### config.mk
export PLATFORM = sky130hd
export DESIGN_NAME = mac_sequencer_flat
export DESIGN_NICKNAME = d
export VERILOG_FILES = /design/src/rtl/mac_sequencer_if.sv /design/src/rtl/mac_sequencer.sv /design/src/flat_wrapper.sv
export SDC_FILE = /design/constraint.sdc
export NUM_CORES = 1
export LEC_CHECK = 0
export ABC_AREA = 0
export CORE_MARGIN = 10
export CORE_UTILIZATION = 30
export CTS_BUF_LIST = sky130_fd_sc_hd__clkbuf_4 sky130_fd_sc_hd__clkbuf_8 sky130_fd_sc_hd__clkbuf_16
export CTS_CLUSTER_SIZE = 10
export DETAILED_ROUTE_END_ITERATION = 7
export PLACE_DENSITY_LB_ADDON = 0.3
export SETUP_SLACK_MARGIN = 0.4
export SYNTH_ARGS = -nofsm -noshare
export SYNTH_HDL_FRONTEND = slang
export SYNTH_SLANG_ARGS = --single-unit
export TNS_END_PERCENT = 50
### constraint.sdc
create_clock -name clk -period 2.05 [get_ports clk]
set_clock_uncertainty 0.15 [all_clocks]
set_input_delay 0.41 -clock clk [delete_from_list [all_inputs] [get_ports clk]]
set_output_delay 0.41 -clock clk [all_outputs]
set_load 0.1 [all_outputs]
### src/rtl/mac_sequencer_if.sv
// Interface bundling the job, operand, FMA and result signals of mac_sequencer.
// The slave modport is the sequencer side. The master modport is the side that
// drives jobs and operands and hosts the FMA.
interface mac_sequencer_if #(
    parameter int MAX_LEN = 256,
    parameter int LEN_W   = $clog2(MAX_LEN + 1)
);
    // job request
    logic             start;
    logic [LEN_W-1:0] len;
    logic [31:0]      init_acc;

    // operand stream
    logic             in_valid;
    logic             in_ready;
    logic [15:0]      in_a;
    logic [15:0]      in_b;

    // external FMA
    logic [15:0]      fma_a;
    logic [15:0]      fma_b;
    logic [31:0]      fma_c;
    logic [31:0]      fma_out;

    // result port
    logic             res_valid;
    logic             res_ready;
    logic [31:0]      res_data;
    logic             busy;

    modport slave (
        input  start, len, init_acc, in_valid, in_a, in_b, fma_out, res_ready,
        output in_ready, fma_a, fma_b, fma_c, res_valid, res_data, busy
    );

    modport master (
        output start, len, init_acc, in_valid, in_a, in_b, fma_out, res_ready,
        input  in_ready, fma_a, fma_b, fma_c, res_valid, res_data, busy
    );
endinterface

### src/rtl/mac_sequencer.sv
// Accumulation-loop controller for an external combinational bf16 x bf16 + fp32 FMA.
// The block streams one operand pair per cycle into the FMA and feeds the FMA
// result back as the next addend. When the job ends it holds the final sum on a
// valid/ready result port. The block does no arithmetic, so the accumulator bits
// pass through unchanged.
module mac_sequencer #(
    parameter int MAX_LEN = 256,
    parameter int LEN_W   = $clog2(MAX_LEN + 1)
) (
    input  logic             clk,
    input  logic             rst,
    mac_sequencer_if.slave   bus
);

    typedef enum logic [1:0] {
        IDLE = 2'd0,
        RUN  = 2'd1,
        DONE = 2'd2
    } state_t;

    state_t           state, state_nxt;
    logic [31:0]      acc, acc_nxt;
    logic [LEN_W-1:0] cnt, cnt_nxt;
    logic             run, hs;

    assign run = (state == RUN);
    assign hs  = run && bus.in_valid;

    // State, accumulator and remaining-element counter registers.
    always_ff @(posedge clk) begin
        if (rst) begin
            state <= IDLE;
            acc   <= '0;
            cnt   <= '0;
        end else begin
            state <= state_nxt;
            acc   <= acc_nxt;
            cnt   <= cnt_nxt;
        end
    end

    // Next-state logic. A zero-length job skips RUN, and its result is init_acc.
    always_comb begin
        state_nxt = state;
        acc_nxt   = acc;
        cnt_nxt   = cnt;
        unique case (state)
            IDLE: begin
                if (bus.start) begin
                    acc_nxt = bus.init_acc;
                    if (bus.len != '0) begin
                        cnt_nxt   = bus.len;
                        state_nxt = RUN;
                    end else begin
                        state_nxt = DONE;
                    end
                end
            end
            RUN: begin
                if (hs) begin
                    acc_nxt = bus.fma_out;
                    cnt_nxt = cnt - 1'b1;
                    if (cnt == LEN_W'(1)) state_nxt = DONE;
                end
            end
            DONE: begin
                if (bus.res_ready) state_nxt = IDLE;
            end
            default: state_nxt = IDLE;
        endcase
    end

    // Outputs. The operands are forced to zero outside RUN. The addend and the
    // result always show the accumulator, which makes res_data stable in DONE.
    always_comb begin
        bus.in_ready  = run;
        bus.fma_a     = run ? bus.in_a : 16'h0000;
        bus.fma_b     = run ? bus.in_b : 16'h0000;
        bus.fma_c     = acc;
        bus.res_valid = (state == DONE);
        bus.res_data  = acc;
        bus.busy      = (state != IDLE);
    end

endmodule

### src/flat_wrapper.sv
// flat-port wrapper written by rule: the top's interface ports become plain ports
module mac_sequencer_flat 
#(
    parameter int MAX_LEN = 256,
    parameter int LEN_W   = $clog2(MAX_LEN + 1)
)
  (clk, rst, bus_start, bus_len, bus_init_acc, bus_in_valid, bus_in_a, bus_in_b, bus_fma_out, bus_res_ready, bus_in_ready, bus_fma_a, bus_fma_b, bus_fma_c, bus_res_valid, bus_res_data, bus_busy);
  mac_sequencer_if #(.MAX_LEN(MAX_LEN), .LEN_W(LEN_W)) bus_i ();
  input  logic clk;
  input  logic rst;
  input wire logic [$bits(bus_i.start)-1:0] bus_start;
  input wire logic [$bits(bus_i.len)-1:0] bus_len;
  input wire logic [$bits(bus_i.init_acc)-1:0] bus_init_acc;
  input wire logic [$bits(bus_i.in_valid)-1:0] bus_in_valid;
  input wire logic [$bits(bus_i.in_a)-1:0] bus_in_a;
  input wire logic [$bits(bus_i.in_b)-1:0] bus_in_b;
  input wire logic [$bits(bus_i.fma_out)-1:0] bus_fma_out;
  input wire logic [$bits(bus_i.res_ready)-1:0] bus_res_ready;
  output wire logic [$bits(bus_i.in_ready)-1:0] bus_in_ready;
  output wire logic [$bits(bus_i.fma_a)-1:0] bus_fma_a;
  output wire logic [$bits(bus_i.fma_b)-1:0] bus_fma_b;
  output wire logic [$bits(bus_i.fma_c)-1:0] bus_fma_c;
  output wire logic [$bits(bus_i.res_valid)-1:0] bus_res_valid;
  output wire logic [$bits(bus_i.res_data)-1:0] bus_res_data;
  output wire logic [$bits(bus_i.busy)-1:0] bus_busy;
  assign bus_i.start = bus_start;
  assign bus_i.len = bus_len;
  assign bus_i.init_acc = bus_init_acc;
  assign bus_i.in_valid = bus_in_valid;
  assign bus_i.in_a = bus_in_a;
  assign bus_i.in_b = bus_in_b;
  assign bus_i.fma_out = bus_fma_out;
  assign bus_i.res_ready = bus_res_ready;
  assign bus_in_ready = bus_i.in_ready;
  assign bus_fma_a = bus_i.fma_a;
  assign bus_fma_b = bus_i.fma_b;
  assign bus_fma_c = bus_i.fma_c;
  assign bus_res_valid = bus_i.res_valid;
  assign bus_res_data = bus_i.res_data;
  assign bus_busy = bus_i.busy;
  mac_sequencer #(.MAX_LEN(MAX_LEN), .LEN_W(LEN_W)) u_core (.clk(clk), .rst(rst), .bus(bus_i));
endmodule
==> results of run 1 <==
routing by layer:
| metal | routed length (um) | vias up | part of all wire (%) |
|---|---|---|---|
| met5 | 0 | - | 0 |
| met4 | 261 | 0 | 1.9 |
| met3 | 1040 | 18 | 7.5 |
| met2 | 7440 | 170 | 54 |
| met1 | 5050 | 1647 | 37 |
| li1 | - | 1609 | - |
power by group through the flow:
stage,clock network (W),logic (W),registers [W]
after floorplan,0,0.00146,0.00156
after global placement,0,0.00300,0.00111
after detailed placement,0,0.00303,0.00112
after CTS,0.000564,0.00313,0.00110
after global routing,0.000597,0.00355,0.00114
final,0.000553,0.00344,0.00113
repair_timing:
item                                    CTS  global route
hold endpoints to repair                  0             0
pin swaps                                 7            30
cloned                                    3             9
resized for setup                        36            81
endpoints found under the setup margin   77            78
buffers inserted                         10            18
final cells by class:
cell class | count | area share (%)
clock buffer | 6 | 1.14
clock inverter | 2 | 0.186
inverter | 4 | 0.466
multi-input combinational | 239 | 26.6
sequential | 43 | 13.0
tap | 108 | 2.01
timing repair buffer | 264 | 55.7
timing repair inverter | 5 | 0.987
cell usage after synthesis (5+ instances only):
| library cell | instances |
|---|---|
| buf_4 | 34 |
| nor2_1 | 40 |
| nor3_1 | 5 |
| clkbuf_1 | 16 |
| nand2_1 | 71 |
| a311oi_1 | 32 |
| dfxtp_1 | 43 |
| and2_1 | 34 |
| a21oi_1 | 8 |
metrics by stage:
step,instance area [um2],std cells
CTS,6040,644
floorplan,2780,345
global route,6720,671
detailed placement,5720,623
global placement,5720,623
finish,6720,671
worst max-delay path: stages, from the launching register on:
cell and delay, ns:
dfxtp_2 0.33, nand2b_4 0.18, buf_12 0.17, inv_16 0.06, and2_4 0.15, buf_12 0.17
registers in the layout, indices dropped and copies added, names as in the netlist:
signal / flops
u_core.bus.fma_c: 32
u_core.cnt: 9
u_core.state: 2
kinds of logic (layout without fill, tap and decap cells):
family                   Yosys count  after routing
buffers and inverters             63            281
adder cells (fa/ha/maj)            2              2
AO/OA/AOI/OAI                     66             66
flip-flops                        43             43
AND/OR/NAND/NOR                  171            171
cells in the final DEF (no fill, tap or decap), drive strengths merged, types with 2 or more instances in the layout:
cell type / synthesis / final
ha: 2 / 2
nand2b: 3 / 3
o311ai: 2 / 2
a311oi: 32 / 32
o21ai: 4 / 4
nand2: 71 / 71
and2: 34 / 34
nor3: 5 / 5
nand3: 3 / 3
dlygate4sd2: 0 / 5
o31ai: 3 / 3
dlymetal6s2s: 0 / 3
inv: 4 / 7
dfxtp: 43 / 43
nor2: 40 / 40
a32o: 2 / 2
clkdlybuf4s50: 0 / 101
buf: 43 / 150
nor4: 4 / 4
and3: 3 / 3
clkbuf: 16 / 11
a21oi: 9 / 9
o211ai: 3 / 3
clkinv: 0 / 3
o32ai: 2 / 2
or4: 2 / 2
path summary, 6_finish.rpt:
kind	cells after the start	end
setup / recovery	5	bus_fma_b[6]
hold / removal	2	u_core.cnt[7]
setup reg to reg	6	u_core.cnt[6]
hold reg to reg	2	u_core.cnt[7]
==> run metrics, run 1 <==
Post-Synth XOR/XNOR Area 0%; HPWL after DPL 9340 um; post-synth top area share between 30% and 40%; maximum fanout along the worst path 7; Post-Syn Instances 345; CP endpoint kind primary output; Tot GR Track Use 17.6%; final worst-path cycle share 93.9%; Hold Path Class reg -> reg; crit start category register; M1 GR Usage ~18%; TritonCTS clock tree yes; n_diodes 0; slew margin rel. between 70% and 80%; Starting DRT DRC Count around 210; switching power share of the total 49.6%; ys async rst share 0%; CTS Buffer Depth 2; crit path DAT 1.36 ns; Nets between 600 and 700; dominant cell type by area after synthesis dfxtp_1; main combinational cell family by area after synthesis simple AND/OR/NAND/NOR gates; top-level I/O count around 210; ANT nets after route 0; share of layout cells above drive strength 1 48.0%; top cells by area, synth dfxtp_1 (33%), a311oi_1 (11%), nand2_1 (10%); reg2reg start u_core.cnt[0]; Worst VDD drop around 520 uV; Fmax achieved between 500 and 600 MHz; die area approximately 13000 um2; minimum clock period 1.92 ns; P&R area growth vs syn 157%; peak-usage layer in the global routing report met2; critical path class reg -> out; CTS clk-pin slew, worst paths around 0.090 ns; storage element area 871 um2; met2 Usage GRT around a third; H-tree Lvls 2; Routability Congestion 0.834; Seq/Total Area, Yosys about a third; die height ~110 um; Reg power frac 22.0%; Synthesized Nets approximately 460; largest net degree at the start of global routing 31; mux cell area share after synthesis 0%; initial antenna violation count 0; Clock Sinks 43; DRC 0; Layout fillers ~550; RSZ-0062 raised after global routing true; leakage around 2.7 nW; synthesized flop and latch total 43; reg2reg setup slack roughly 0.13 ns; Post-synth EDFFs 0; drt pass-1 iters 5; gr ovfl total 0; Cell Rows 34; routed wire length 13800 um; Clk Latency, worst-skew pair 0.29 ns; clock power share between 10% and 20%; Fin. Hold Viols 0; Vias/cell 5.13; GRT met3 Usage 5.51%; worst setup margin 0.126 ns; Worst-Margin Slew 0.386 ns; first-pass GRT wire length ~18000 um; TritonCTS buffer count 5; Mean Syn Cell Area 7.59 um2; final setup violating endpoints 0; netlist area before placement between 2000 and 3000 um2; worst hold start u_core.cnt[7]; synth warn 0; Place WS -0.130 ns; Post-CTS Hold Buffers 0; WHS 0.351 ns; Routed WL per cell ~21 um; footprint of the multi-input gates 1790 um2; Synth Area in Compound Gates between 20% and 30%; prevailing post-synth register cell dfxtp_1; CTS root buf clkbuf_8; net switching power between 0.002 and 0.003 W; number of distinct library cells after synthesis 45; Power Dens Cells ~760 nW/um2; Crit. Startpoint u_core.state[1]; setup TNS 0 ns; vias in the first global route ~3300; # Max-Cap Violations 0; combinational share of power 67.2%; width of the chip around 110 um; status complete, no violations; via count 3444; max-slew violations 0; Final Util around four fifths; simple-gate portion of the synthesized area a little under a third; CP Data Required Time approximately 1.5 ns; Adder-Cell Fraction of Synth Area less than 1%; Power, Total ~0.0051 W; Starting Density between 30% and 40%; P_int between 0.002 and 0.003 W; IO buf count about 210; core area roughly 8600 um2
No activity file was read; power rests on OpenSTA's default activity.
==> run 2: changes to the inputs <==
- RECOVER_POWER: not set -> 50
==> run 2 against run 1 <==
  * Critical path depth up 1
  * Sequential power decreased by 7%
  * Die area is the same
  * First-iteration DRC count shrank 23%
  * Utilization is 11 points lower
  * Non-clock buffer count unchanged
  * Power is 10% lower
  * Setup slack got worse by 0.015 ns
  * Final cell count unchanged
  * Sequential cell count unchanged
  * Combinational power shrank 13%
  * Highest routed layer unchanged
==> run metrics, run 2 (same netlist as run 1, synthesis figures left out) <==
status complete, no violations (unchanged); n_diodes 0 (unchanged); Cell Rows 34 (unchanged); Worst-Margin Slew 0.583 ns (was 0.386 ns); initial antenna violation count 0 (unchanged); CTS clk-pin slew, worst paths 0.09 ns (about the same); P&R area growth vs syn 120% (was 157%); Clk Latency, worst-skew pair 0.30 ns (was 0.29 ns); leakage 2.47 nW (was 2.74 nW); final worst-path cycle share 94.6% (was 93.9%); Starting Density 30.5% (unchanged); die area 12900 um2 (unchanged); RSZ-0062 raised after global routing true (unchanged); Final Cell Area 5770 um2 (was 6720 um2); share of layout cells above drive strength 1 47.8% (was 48.0%); max reg flops 32 (unchanged); crit start category register (unchanged); gr ovfl total 0 (unchanged); drt pass-1 iters 4 (was 5); routed wire length 14000 um (was 13800 um); CP Data Required Time 2.15 ns (was 1.49 ns); Routability Congestion 0.834 (unchanged); H-tree Lvls 2 (unchanged); final setup violating endpoints 0 (unchanged); most frequent cells in the layout clkdlybuf4s50_1 (101), nand2_1 (69), clkbuf_2 (64) (was buf_12 (104), clkdlybuf4s50_1 (101), nand2_1 (69)); Fin. Hold Viols 0 (unchanged); die height 113 um (unchanged); slew margin rel. 61.3% (was 74.1%); IO buf count 208 (unchanged); TritonCTS buffer count 5 (unchanged); maximum fanout along the worst path 23 (was 7); Clock Sinks 43 (unchanged); WHS 0.346 ns (was 0.351 ns); core area 8590 um2 (unchanged); CTS root buf clkbuf_8 (unchanged); Routed WL per cell 20.8 um (was 20.6 um); Hold Path Class reg -> reg (unchanged); vias in the first global route 3261 (unchanged); CP endpoint kind register (was primary output); Nets 674 (unchanged); minimum clock period 1.94 ns (was 1.92 ns); Worst VDD drop 488 uV (was 522 uV); # Max-Cap Violations 0 (unchanged); Tot GR Track Use 17.6% (unchanged); Fmax achieved 516 MHz (was 520 MHz); largest net degree at the start of global routing 31 (unchanged); via count 3466 (was 3444); Power, Total 0.00461 W (was 0.00512 W); top-level I/O count 209 (unchanged); Starting DRT DRC Count 161 (was 209); Placed Area 5720 um2 (unchanged); DRC 0 (unchanged); critical path class reg -> reg (was reg -> out); Power Dens Cells 799 nW/um2 (was 763 nW/um2); first-pass GRT wire length 18300 um (unchanged); HPWL after DPL 9340 um (unchanged); commonest non-fill, non-tap cell in the layout clkdlybuf4s50_1 (was buf_12); TritonCTS clock tree yes (unchanged); Vias/cell 5.17 (was 5.13); max-slew violations 0 (unchanged); width of the chip 113 um (unchanged); crit path DAT 2.03 ns (was 1.36 ns); ANT nets after route 0 (unchanged); CTS Buffer Depth 2 (unchanged); Post-CTS Hold Buffers 0 (unchanged)
-- run 2: changes by cell type in the layout (fill, tap and decap cells not counted) --
cell / change
buf_12: -63
buf_4: -2
clkbuf_2: +64
clkbuf_4: +1
dfxtp_1: +1
dfxtp_2: -1
-- run 2: final timing paths --
kind | startpoint | end | slack (ns) | cells after the start
max | u_core.state[1] | u_core.cnt[6] | 0.11 | 6
max reg2reg | u_core.state[1] | u_core.cnt[6] | 0.11 | 6
min reg2reg | u_core.cnt[7] | u_core.cnt[7] | 0.35 | 2
min | u_core.cnt[7] | u_core.cnt[7] | 0.35 | 2
-- run 2: final cells by class --
type,count,area (um2)
Fill cell,659,2830
Timing Repair Buffer,264,2790
Multi-Input combinational cell,239,1790
Sequential cell,43,870
Tap cell,108,135
Clock buffer,6,76.3
Timing Repair inverter,5,66.3
Inverter,4,31.3
Clock inverter,2,12.5
-- run 2: critical path: stages, from the launching register on --
cell      delay, ns
dfxtp_1        0.32
nand2b_4       0.19
buf_12         0.17
clkbuf_4       0.27
or4_4          0.53
a21oi_2        0.13
a32o_2         0.12
-- run 2: metal layers --
metal	routed length (um)	vias to the layer above	global-route usage, %
li1	-	1612	-
met1	5310	1674	18.4
met2	7520	166	32.9
met3	897	14	5.51
met4	246	0	4.57
met5	0	-	0
-- run 2: through the flow --
| stage | setup TNS (ns) | instances | utilization (%) | setup WS [ns] |
|---|---|---|---|---|
| 2_1_floorplan | 0 | 345 | - | 0.116 |
| 3_3_place_gp | -0.465 | 623 | 66.6 | -0.0768 |
| 3_5_place_dp | -1.32 | 623 | 66.6 | -0.130 |
| 4_1_cts | 0 | 644 | 70.3 | 0.110 |
| 5_1_grt | 0 | 671 | 67.1 | 0.0450 |
| 6_report | 0 | 671 | 67.1 | 0.110 |
-- run 2: repair_timing --
action / in CTS / in global routing
pin swaps: 7 / 30
gates cloned: 3 / 9
setup endpoints to repair: 77 / 78
buffers inserted: 10 / 18
resized for setup: 36 / 81
-- run 2: where the power goes --
group,total [W],switching [W],internal (W),leakage (nW)
Combinational,0.00300,0.00205,0.000949,2.07
Sequential,0.00105,0.000112,0.000936,0.358
Clock,0.000556,0.000304,0.000252,0.0446
Total,0.00461,0.00247,0.00214,2.47
==> run 3: changes to the inputs <==
--- a/constraint.sdc
+++ b/constraint.sdc
@@ -3,3 +3,3 @@
 set_input_delay 0.41 -clock clk [delete_from_list [all_inputs] [get_ports clk]]
 set_output_delay 0.41 -clock clk [all_outputs]
-set_load 0.1 [all_outputs]
+set_load 0.005 [all_outputs]
==> run 3 against run 2 <==
  * Cell area fell by 1.2%
  * Register-to-register slack barely moved
  * Non-clock buffer count rose by 17
  * Combinational power shrank 48%
  * Count of clock-buffer cells in the layout did not move
  * First-iteration DRC count increased by 17%
==> run metrics, run 3 (same netlist as run 1, synthesis figures left out) <==
status complete, no violations (unchanged); # Max-Cap Violations 0 (unchanged); commonest non-fill, non-tap cell in the layout clkdlybuf4s50_1 (unchanged); largest net degree at the start of global routing 49 (was 31); TritonCTS clock tree yes (unchanged); maximum fanout along the worst path 6 (was 23); Clock Sinks 43 (unchanged); reg2reg setup slack 0.11 ns (about the same); setup TNS 0 ns (unchanged); net switching power 0.000995 W (was 0.00247 W); storage element area 868 um2 (was 870 um2); most frequent cells in the layout clkdlybuf4s50_1 (115), nand2_1 (70), buf_6 (42) (was clkdlybuf4s50_1 (101), nand2_1 (69), clkbuf_2 (64)); IO buf count 208 (unchanged); leakage 2.54 nW (was 2.47 nW); Critical-path top delay cell dfxtp_4 (was or4_4); max-slew violations 0 (unchanged); width of the chip 113 um (unchanged); CP endpoint kind register (unchanged); max reg flops 32 (unchanged); final setup violating endpoints 0 (unchanged); Power Dens Cells 578 nW/um2 (was 799 nW/um2); Nets 686 (was 674); CP Cell Sequence buf_6, nand2b_4, a21oi_1, buf_4, buf_12, buf_16, buf_12, buf_16, a311oi_1 (was nand2b_4, buf_12, clkbuf_4, or4_4, a21oi_2, a32o_2); Starting DRT DRC Count 189 (was 161); CP Data Required Time 2.08 ns (was 2.15 ns); Cell Rows 34 (unchanged); minimum clock period 1.94 ns (about the same); Worst VDD drop 317 uV (was 488 uV); Post-CTS Hold Buffers 0 (unchanged); H-tree Lvls 2 (unchanged); crit path DAT 1.97 ns (was 2.03 ns); critical path class reg -> reg (unchanged); via count 3453 (was 3466); Max stage delay on crit path 0.38 ns (was 0.53 ns); first-pass GRT wire length 19400 um (was 18300 um); crit start category register (unchanged); footprint of the multi-input gates 1590 um2 (was 1790 um2); switching power share of the total 30.2% (was 53.6%); CTS clk-pin slew, worst paths 0.09 ns (about the same); final worst-path cycle share 94.5% (was 94.6%); P&R area growth vs syn 118% (was 120%); slew margin rel. 74.4% (was 61.3%); RSZ-0062 raised after global routing true (unchanged); TritonCTS buffer count 5 (unchanged); gr ovfl total 0 (unchanged); Worst-Margin Slew 0.384 ns (was 0.583 ns); Routed WL per cell 19.3 um (was 20.8 um); Tot GR Track Use 18.3% (was 17.6%); vias in the first global route 3406 (was 3261); CTS Buffer Depth 2 (unchanged); Routability Congestion 0.912 (was 0.834); Fin. Hold Viols 0 (unchanged); die area 12900 um2 (unchanged); DRC 0 (unchanged); HPWL after DPL 8880 um (was 9340 um); ANT nets after route 0 (unchanged); Clk Latency, worst-skew pair 0.29 ns (was 0.30 ns); Fmax achieved 516 MHz (about the same); Vias/cell 5.06 (was 5.17); core area 8590 um2 (unchanged); initial antenna violation count 0 (unchanged); drt pass-1 iters 4 (unchanged); CTS root buf clkbuf_8 (unchanged); Power, Total 0.00329 W (was 0.00461 W); Layout fillers 728 (was 659); top-level I/O count 209 (unchanged); combinational share of power 47.5% (was 65.2%); Reg power frac 31.0% (was 22.7%); n_diodes 0 (unchanged); Hold Path Class reg -> reg (unchanged); share of layout cells above drive strength 1 30.8% (was 47.8%); routed wire length 13200 um (was 14000 um); Starting Density 30.5% (unchanged); clock power share 21.5% (was 12.1%); P_int 0.00230 W (was 0.00214 W); die height 113 um (unchanged)
[run 3: cell count changes in the layout (fill, tap and decap cells not counted), moves of 17 or more]
cell           previous run  this run
dlygate4sd2_1             5        28
clkbuf_2                 64         2
nor2_1                   20        37
dlygate4sd3_1             0        24
buf_6                     7        42
buf_12                   41         9
[run 3: worst paths after layout]
path | endpoint | cells after the start | startpoint
setup / recovery | u_core.bus.fma_c[10] | 9 | u_core.state[0]
hold / removal | u_core.cnt[7] | 2 | u_core.cnt[7]
setup reg to reg | u_core.bus.fma_c[10] | 9 | u_core.state[0]
hold reg to reg | u_core.cnt[7] | 2 | u_core.cnt[7]
[run 3: cell type report]
type	instances	area share, %
timing repair buffer	281	52.1
multi-input combinational	239	27.8
sequential	43	15.2
tap	108	2.37
clock buffer	6	1.45
clock inverter	2	0.615
inverter	4	0.395
[run 3: routing by layer]
metal	up-vias	track usage, %	wire length [um]
met1	1628	21.8	5130
met2	176	31.2	6630
met5	-	0	0
li1	1638	-	-
met3	11	7.24	1360
met4	0	2.45	94
[run 3: stage by stage]
| step | setup slack (ns) | utilization (%) | hold slack (ns) | cell area [um2] | cells |
|---|---|---|---|---|---|
| after floorplan | 0.220 | - | 0.301 | 2660 | 345 |
| after global placement | -0.0902 | 54.9 | 0.311 | 4720 | 627 |
| after detailed placement | -0.117 | 54.9 | 0.325 | 4720 | 627 |
| after CTS | 0.137 | 62.8 | 0.336 | 5400 | 669 |
| after global routing | 0.0424 | 66.3 | 0.369 | 5700 | 683 |
| final | 0.112 | 66.3 | 0.340 | 5700 | 683 |
[run 3: power groups by stage]
stage / clock [W] / combinational, W / sequential [W]
3_3_place_gp: 0 / 0.00118 / 0.00104
6_report: 0.000707 / 0.00156 / 0.00102
2_1_floorplan: 0 / 0.000539 / 0.00103
4_1_cts: 0.000724 / 0.00145 / 0.00102
5_1_grt: 0.000760 / 0.00168 / 0.00104
3_5_place_dp: 0 / 0.00119 / 0.00104
[run 3: critical path: cells and delay by family (launching register included)]
family / cells / cell delay, ns
buffers and inverters: 6 / 0.77
AO/OA/AOI/OAI: 2 / 0.40
flip-flops: 1 / 0.38
AND/OR/NAND/NOR: 1 / 0.12
[run 3: repair_timing]
action | in CTS | in global routing
gates cloned | 9 | 4
endpoints found under the setup margin | 141 | 122
gates resized for setup | 257 | 56
buffers inserted | 25 | 10
pin swaps | 48 | 24
